--- config.mk ---
export PLATFORM = sky130hd
export DESIGN_NAME = display_timing
export DESIGN_NICKNAME = d
export VERILOG_FILES = /design/src/rtl/display_timing.sv
export SDC_FILE = /design/constraint.sdc
export NUM_CORES = 1
export LEC_CHECK = 0
export CORE_MARGIN = 1
export CORE_UTILIZATION = 33
export CTS_CLUSTER_DIAMETER = 80
export DETAILED_ROUTE_END_ITERATION = 16
export PLACE_DENSITY = 0.65
export SLEW_MARGIN = 10
export SYNTH_ARGS = -nofsm -noshare
export SYNTH_HDL_FRONTEND = slang
export SYNTH_SLANG_ARGS = --single-unit
--- constraint.sdc ---
create_clock -name clk -period 4.4 [get_ports clk]
set_clock_uncertainty 0.05 [all_clocks]
set_input_delay 0.44 -clock clk [delete_from_list [all_inputs] [get_ports clk]]
set_output_delay 0.44 -clock clk [all_outputs]
set_load 0.1 [all_outputs]
--- src/rtl/display_timing.sv ---
// Raster timing generator with a valid/ready pixel sink.
// Counters walk each line and frame as active, front porch, sync, back porch.
// The visible outputs are registered one cycle behind the counters.
// Handshake: pix_ready is combinational from state and counters only, never from pix_valid.
// A pixel moves on every cycle where pix_ready and pix_valid are both high.
// A cycle with pix_ready high and pix_valid low is a starved pixel: it is shown black and sets underflow.
module display_timing #(
  parameter int H_ACTIVE = 640,
  parameter int H_FP     = 16,
  parameter int H_SYNC   = 96,
  parameter int H_BP     = 48,
  parameter int V_ACTIVE = 480,
  parameter int V_FP     = 10,
  parameter int V_SYNC   = 2,
  parameter int V_BP     = 33,
  parameter bit HS_POL   = 1'b0,
  parameter bit VS_POL   = 1'b0,
  parameter int DW       = 24,
  localparam int H_TOTAL = H_ACTIVE + H_FP + H_SYNC + H_BP,
  localparam int V_TOTAL = V_ACTIVE + V_FP + V_SYNC + V_BP,
  localparam int XW      = $clog2(H_TOTAL),
  localparam int YW      = $clog2(V_TOTAL)
) (
  input  logic          clk,
  input  logic          reset,
  input  logic          en,
  input  logic          pix_valid,
  input  logic [DW-1:0] pix_data,
  output logic          pix_ready,
  output logic          hsync,
  output logic          vsync,
  output logic          de,
  output logic [DW-1:0] rgb,
  output logic [XW-1:0] x,
  output logic [YW-1:0] y,
  output logic          frame_start,
  output logic          underflow
);

  localparam logic [XW-1:0] H_LAST   = XW'(H_TOTAL - 1);
  localparam logic [YW-1:0] V_LAST   = YW'(V_TOTAL - 1);
  localparam logic [XW-1:0] H_ACT    = XW'(H_ACTIVE);
  localparam logic [YW-1:0] V_ACT    = YW'(V_ACTIVE);
  localparam logic [XW-1:0] HS_START = XW'(H_ACTIVE + H_FP);
  localparam logic [XW-1:0] HS_END   = XW'(H_ACTIVE + H_FP + H_SYNC);
  localparam logic [YW-1:0] VS_START = YW'(V_ACTIVE + V_FP);
  localparam logic [YW-1:0] VS_END   = YW'(V_ACTIVE + V_FP + V_SYNC);

  typedef enum logic [1:0] {
    IDLE  = 2'd0,
    RUN   = 2'd1,
    DRAIN = 2'd2
  } state_t;

  state_t        r_state;
  state_t        w_state_nxt;
  logic [XW-1:0] r_hcnt;
  logic [YW-1:0] r_vcnt;
  logic          w_h_wrap;
  logic          w_frame_wrap;
  logic          w_in_active;
  logic          w_xfer;

  assign w_h_wrap     = (r_hcnt == H_LAST);
  assign w_frame_wrap = w_h_wrap && (r_vcnt == V_LAST);
  assign w_in_active  = (r_hcnt < H_ACT) && (r_vcnt < V_ACT);
  // Reset pulls ready down immediately, not one cycle late.
  assign pix_ready    = !reset && (r_state != IDLE) && w_in_active;
  assign w_xfer       = pix_ready && pix_valid;

  // State register.
  always_ff @(posedge clk) begin
    if (reset) r_state <= IDLE;
    else       r_state <= w_state_nxt;
  end

  // Next-state logic.
  // DRAIN only returns to IDLE on the frame wrap, so a frame is never cut short.
  always_comb begin
    w_state_nxt = r_state;
    case (r_state)
      IDLE:    if (en) w_state_nxt = RUN;
      RUN:     if (!en) w_state_nxt = DRAIN;
      DRAIN: begin
        if (en)                w_state_nxt = RUN;
        else if (w_frame_wrap) w_state_nxt = IDLE;
      end
      default: w_state_nxt = IDLE;
    endcase
  end

  // Raster counters: parked at (0,0) in IDLE, free-running otherwise.
  always_ff @(posedge clk) begin
    if (reset || r_state == IDLE) begin
      r_hcnt <= '0;
      r_vcnt <= '0;
    end else if (w_h_wrap) begin
      r_hcnt <= '0;
      r_vcnt <= (r_vcnt == V_LAST) ? '0 : r_vcnt + 1'b1;
    end else begin
      r_hcnt <= r_hcnt + 1'b1;
    end
  end

  // Registered video outputs, all aligned one cycle behind the counters.
  always_ff @(posedge clk) begin
    if (reset || r_state == IDLE) begin
      hsync       <= ~HS_POL;
      vsync       <= ~VS_POL;
      de          <= 1'b0;
      rgb         <= '0;
      x           <= '0;
      y           <= '0;
      frame_start <= 1'b0;
    end else begin
      hsync       <= (r_hcnt >= HS_START && r_hcnt < HS_END) ? HS_POL : ~HS_POL;
      vsync       <= (r_vcnt >= VS_START && r_vcnt < VS_END) ? VS_POL : ~VS_POL;
      de          <= pix_ready;
      rgb         <= w_xfer ? pix_data : '0;
      x           <= r_hcnt;
      y           <= r_vcnt;
      frame_start <= (r_hcnt == '0) && (r_vcnt == '0);
    end
  end

  // Sticky starvation flag; only reset clears it.
  always_ff @(posedge clk) begin
    if (reset)                         underflow <= 1'b0;
    else if (pix_ready && !pix_valid)  underflow <= 1'b1;
  end

endmodule
==> impl_results.md <==
* Status: complete, no violations
* Clock Sinks at 71
* Synth Area in XOR/XNOR at 0.0495
* Post-synthesis sequential element count at 71
* Setup CP Type: input pin to output port
* Die Ht at 88.6 microns
* NetSw at 310 uW
* Max Slew Vio Count at 0
* RSZ-0062 raised after global routing: no
* Final setup violation count at 0
* Reported max-cap violation count at 0
* Worst setup EP type: output port
* Period utilization at 0.643
* Cts hold-fix bufs at 0
* Chip Width at 88.6 microns
* Internal power at ~1000 uW
* Register area share after synthesis at 0.574
* Share of cells above drive strength 1 at 0.0772
* Mapped Nets at 275
* Remaining global-route overflow at 0
* Most common flop cell mapped by yosys: dfxtp_1
* Std-Cell Rows at 31
* Crit start category: input pin
* Hold Path Class: flip-flop to flip-flop
* Sw Ratio at 0.237
* Port bufs at 77
* Diode count at 0
* Simple-gate area share of the yosys netlist at 0.278
* Comb pwr share at 0.086
* Distinct cells, synth at 33
* Synth warn at 0
* GRT Total Usage at 0.144
* Final WL at 5410 microns
* Worst R2R Path Depth at 4
* Worst path required time at about 4 ns
* CP Cell Sequence: clkdlybuf4s50_1 > o21bai_1 > nor4b_2 > buf_4 > buf_4
* Worst Min Path Start: underflow
* RR Startpoint: r_hcnt[6]
* Largest net degree at the start of global routing at 27
* Worst-Margin Slew at between 1 and 1.5 ns
* Worst skew pair latency at between 0.3 and 0.4 ns
* DRC at 0
* Final cell count without fillers at 423
* Most frequent CP cell: buf_4
* Starting Density at 0.341
* Worst Hold End: underflow
* Reg power frac at 0.500
* Synth top area share at 0.574
* Post-synth EDFFs at 0
* Synthesized area at 2470 sq um
* Dpl cell area at around 3300 sq um
* Clk pwr share at 0.414
* Async SR Flop Fraction at 0
* Fmax at between 300 and 400 MHz
* Worst vdd ir at 0.139 mV
* Vias in the first global route at 1720
* Gate Count Post-Synth at about 240
* DR vias/cell at 4.59
* Reg area at 1420 sq um
* Top cell family by delay on the critical path: buffers and inverters
* Post-CTS sizing at 0
* Multi-input logic area at roughly 950 sq um
* Synth area leader: dfxtp_1
* Hold path depth at 2
* # fillers at 683
* First-pass GRT wire length at a little over 8000 microns
* Io pins at 78
* Post-Synth Adder-Cell Area at 0.0202
* Multiplexer share of the synthesized area at 0.00404
* Min cycle time layout at 2.83 ns
* CTS max path bufs at 2
* FF-to-FF End: r_vcnt[3]
* Area Growth Syn to Fin at 42.4%
* CTS Buf Count at 9
* Buf+Inv Stages, Crit Path at 3
* Setup Buffers After CTS at 0
* Detailed placement HPWL at roughly 3900 microns
* Per-cell routed wire length at 12.8 microns
* Initial antenna violation count at 0
* Leakage at 0.00135 uW
* Design Power at 1310 uW
* Synth Area in Compound Gates at 0.0313
* GP Congestion at roughly 0.78
* Full die area at just under 8000 sq um
* H-tree lvl count at 3
* Finished Cell Area at between 3000 and 4000 sq um
* Drt pass-1 iters at 4
* Power per cell area at 371 nW/um^2
* Syn_area_per_cell at ~10 sq um
* Post-Place Cells at 407
* Critical Path Fanout Max at 26
* DRT antenna net count at 0
* Largest family of logic cells by synthesized area: simple AND/OR/NAND/NOR gates
* Slowest-stage cell, CP: clkdlybuf4s50_1
* FF-to-FF setup slack at 2.28 ns
* Setup TNS at 0 ns
* Worst rel slew slack at 0.323
* Vias post-DR at 1942
* Clock transition at the registers of the reported paths at 0.07 ns
* Worst EP arrival at ~2.3 ns
* Final Hold Viols at 0
* Root buf cell: clkbuf_8
* Utilization after layout at 0.486
* Core Footprint at 7250 sq um
* Layout Nets at 351
* Worst path max stage delay at 0.49 ns
* Largest cells by area after synthesis: dfxtp_1 57%, and3_1 6.8%, nor2_1 5.0%
* Initial DRC Count at 69
* TritonCTS clock tree: done
==> power by group through the flow <==
stage / registers (uW) / clock network (uW) / logic [uW]
global placement: 668 / 0 / 112
finish: 653 / 542 / 113
CTS: 653 / 557 / 113
detailed placement: 668 / 0 / 113
floorplan: 714 / 0 / 21.4
global route: 654 / 580 / 118
==> worst min-delay path, delay by kind of cell, from the launching register on <==
family             cells  cell delay, ns
DFF                    1            0.33
AOI/OAI and AO/OA      1            0.04
and+or+nand+nor        1            0.07
==> logic make-up (layout without fill, tap and decap cells) <==
kind of cell               after synthesis  after routing
AOI/OAI and AO/OA                       11             11
xor gates and xnor gates                14             14
adders and majority gates                4              4
buffers and inverters                   22            103
DFF                                     71             71
muxes                                    1              1
and+or+nand+nor                        120            120
==> layout by cell type, fill, tap and decap left out <==
master	count
o21ai_0	2
nor4_1	8
clkinvlp_4	3
and4_1	3
or4b_4	1
buf_4	3
o21ai_4	1
nand2_2	1
nand2_1	5
or3_1	1
o221ai_1	1
a211oi_1	2
a21oi_1	3
o21bai_1	1
clkdlybuf4s50_1	76
nand3_1	10
bufinv_16	1
nor4b_2	1
o21ai_1	1
xnor2_1	12
clkbuf_8	12
xor2_1	2
and3_1	27
nand2b_1	1
and2_1	15
mux2i_1	1
dfxtp_1	71
nor2_1	33
inv_1	8
nor4_4	1
nor2b_1	2
nand4_1	4
nor4b_1	2
ha_1	4
nor4_2	1
nor3_1	4
==> per-layer routing <==
layer / vias to the layer above / track usage / share of wire
met5: - / 0 / 0
met4: 0 / 0.0836 / 0.024
met3: 10 / 0.0560 / 0.11
met2: 89 / 0.231 / 0.42
met1: 874 / 0.163 / 0.45
li1: 969 / - / -
==> through the flow <==
step / setup WS [ns] / hold slack [ns]
6_report: 1.57 / 0.419
5_1_grt: 1.50 / 0.439
4_1_cts: 1.59 / 0.425
3_5_place_dp: 1.59 / 0.407
3_3_place_gp: 1.64 / 0.400
2_1_floorplan: 1.85 / 0.380
==> registers in the layout, summed over array words and instances (netlist names) <==
register and cells:
r_state 2, x 10, r_vcnt 10, y 10
vsync 1, hsync 1, underflow 1, r_hcnt 10
frame_start 1, de 1, rgb 24
==> final cells by class <==
type / count / area share
multi-input combinational: 150 / 0.269
timing repair buffer: 79 / 0.222
sequential: 71 / 0.403
inverter: 8 / 0.00852
clock inverter: 4 / 0.0149
clock buffer: 12 / 0.0469
tap: 99 / 0.0351
==> how the worst max path moves through the flow <==
stage | to | from | cells past startpoint
after floorplan | pix_ready | r_vcnt[6] | 4
after global placement | pix_ready | reset | 5
after detailed placement | pix_ready | reset | 5
after CTS | pix_ready | reset | 5
after global routing | pix_ready | reset | 5
final | pix_ready | reset | 5
==> Yosys cell counts (2+ instances only) <==
library cell	instances
a211oi_1	2
a21oi_1	3
and2_1	15
and3_1	27
and4_1	3
buf_6	3
clkbuf_1	11
dfxtp_1	71
ha_1	4
inv_1	8
nand2_1	5
nand3_1	10
nand4_1	4
nor2_1	33
nor2b_1	2
nor3_1	4
nor4_1	8
nor4b_1	2
o21ai_0	2
xnor2_1	12
xor2_1	2
No activity file was read; power rests on OpenSTA's default activity.
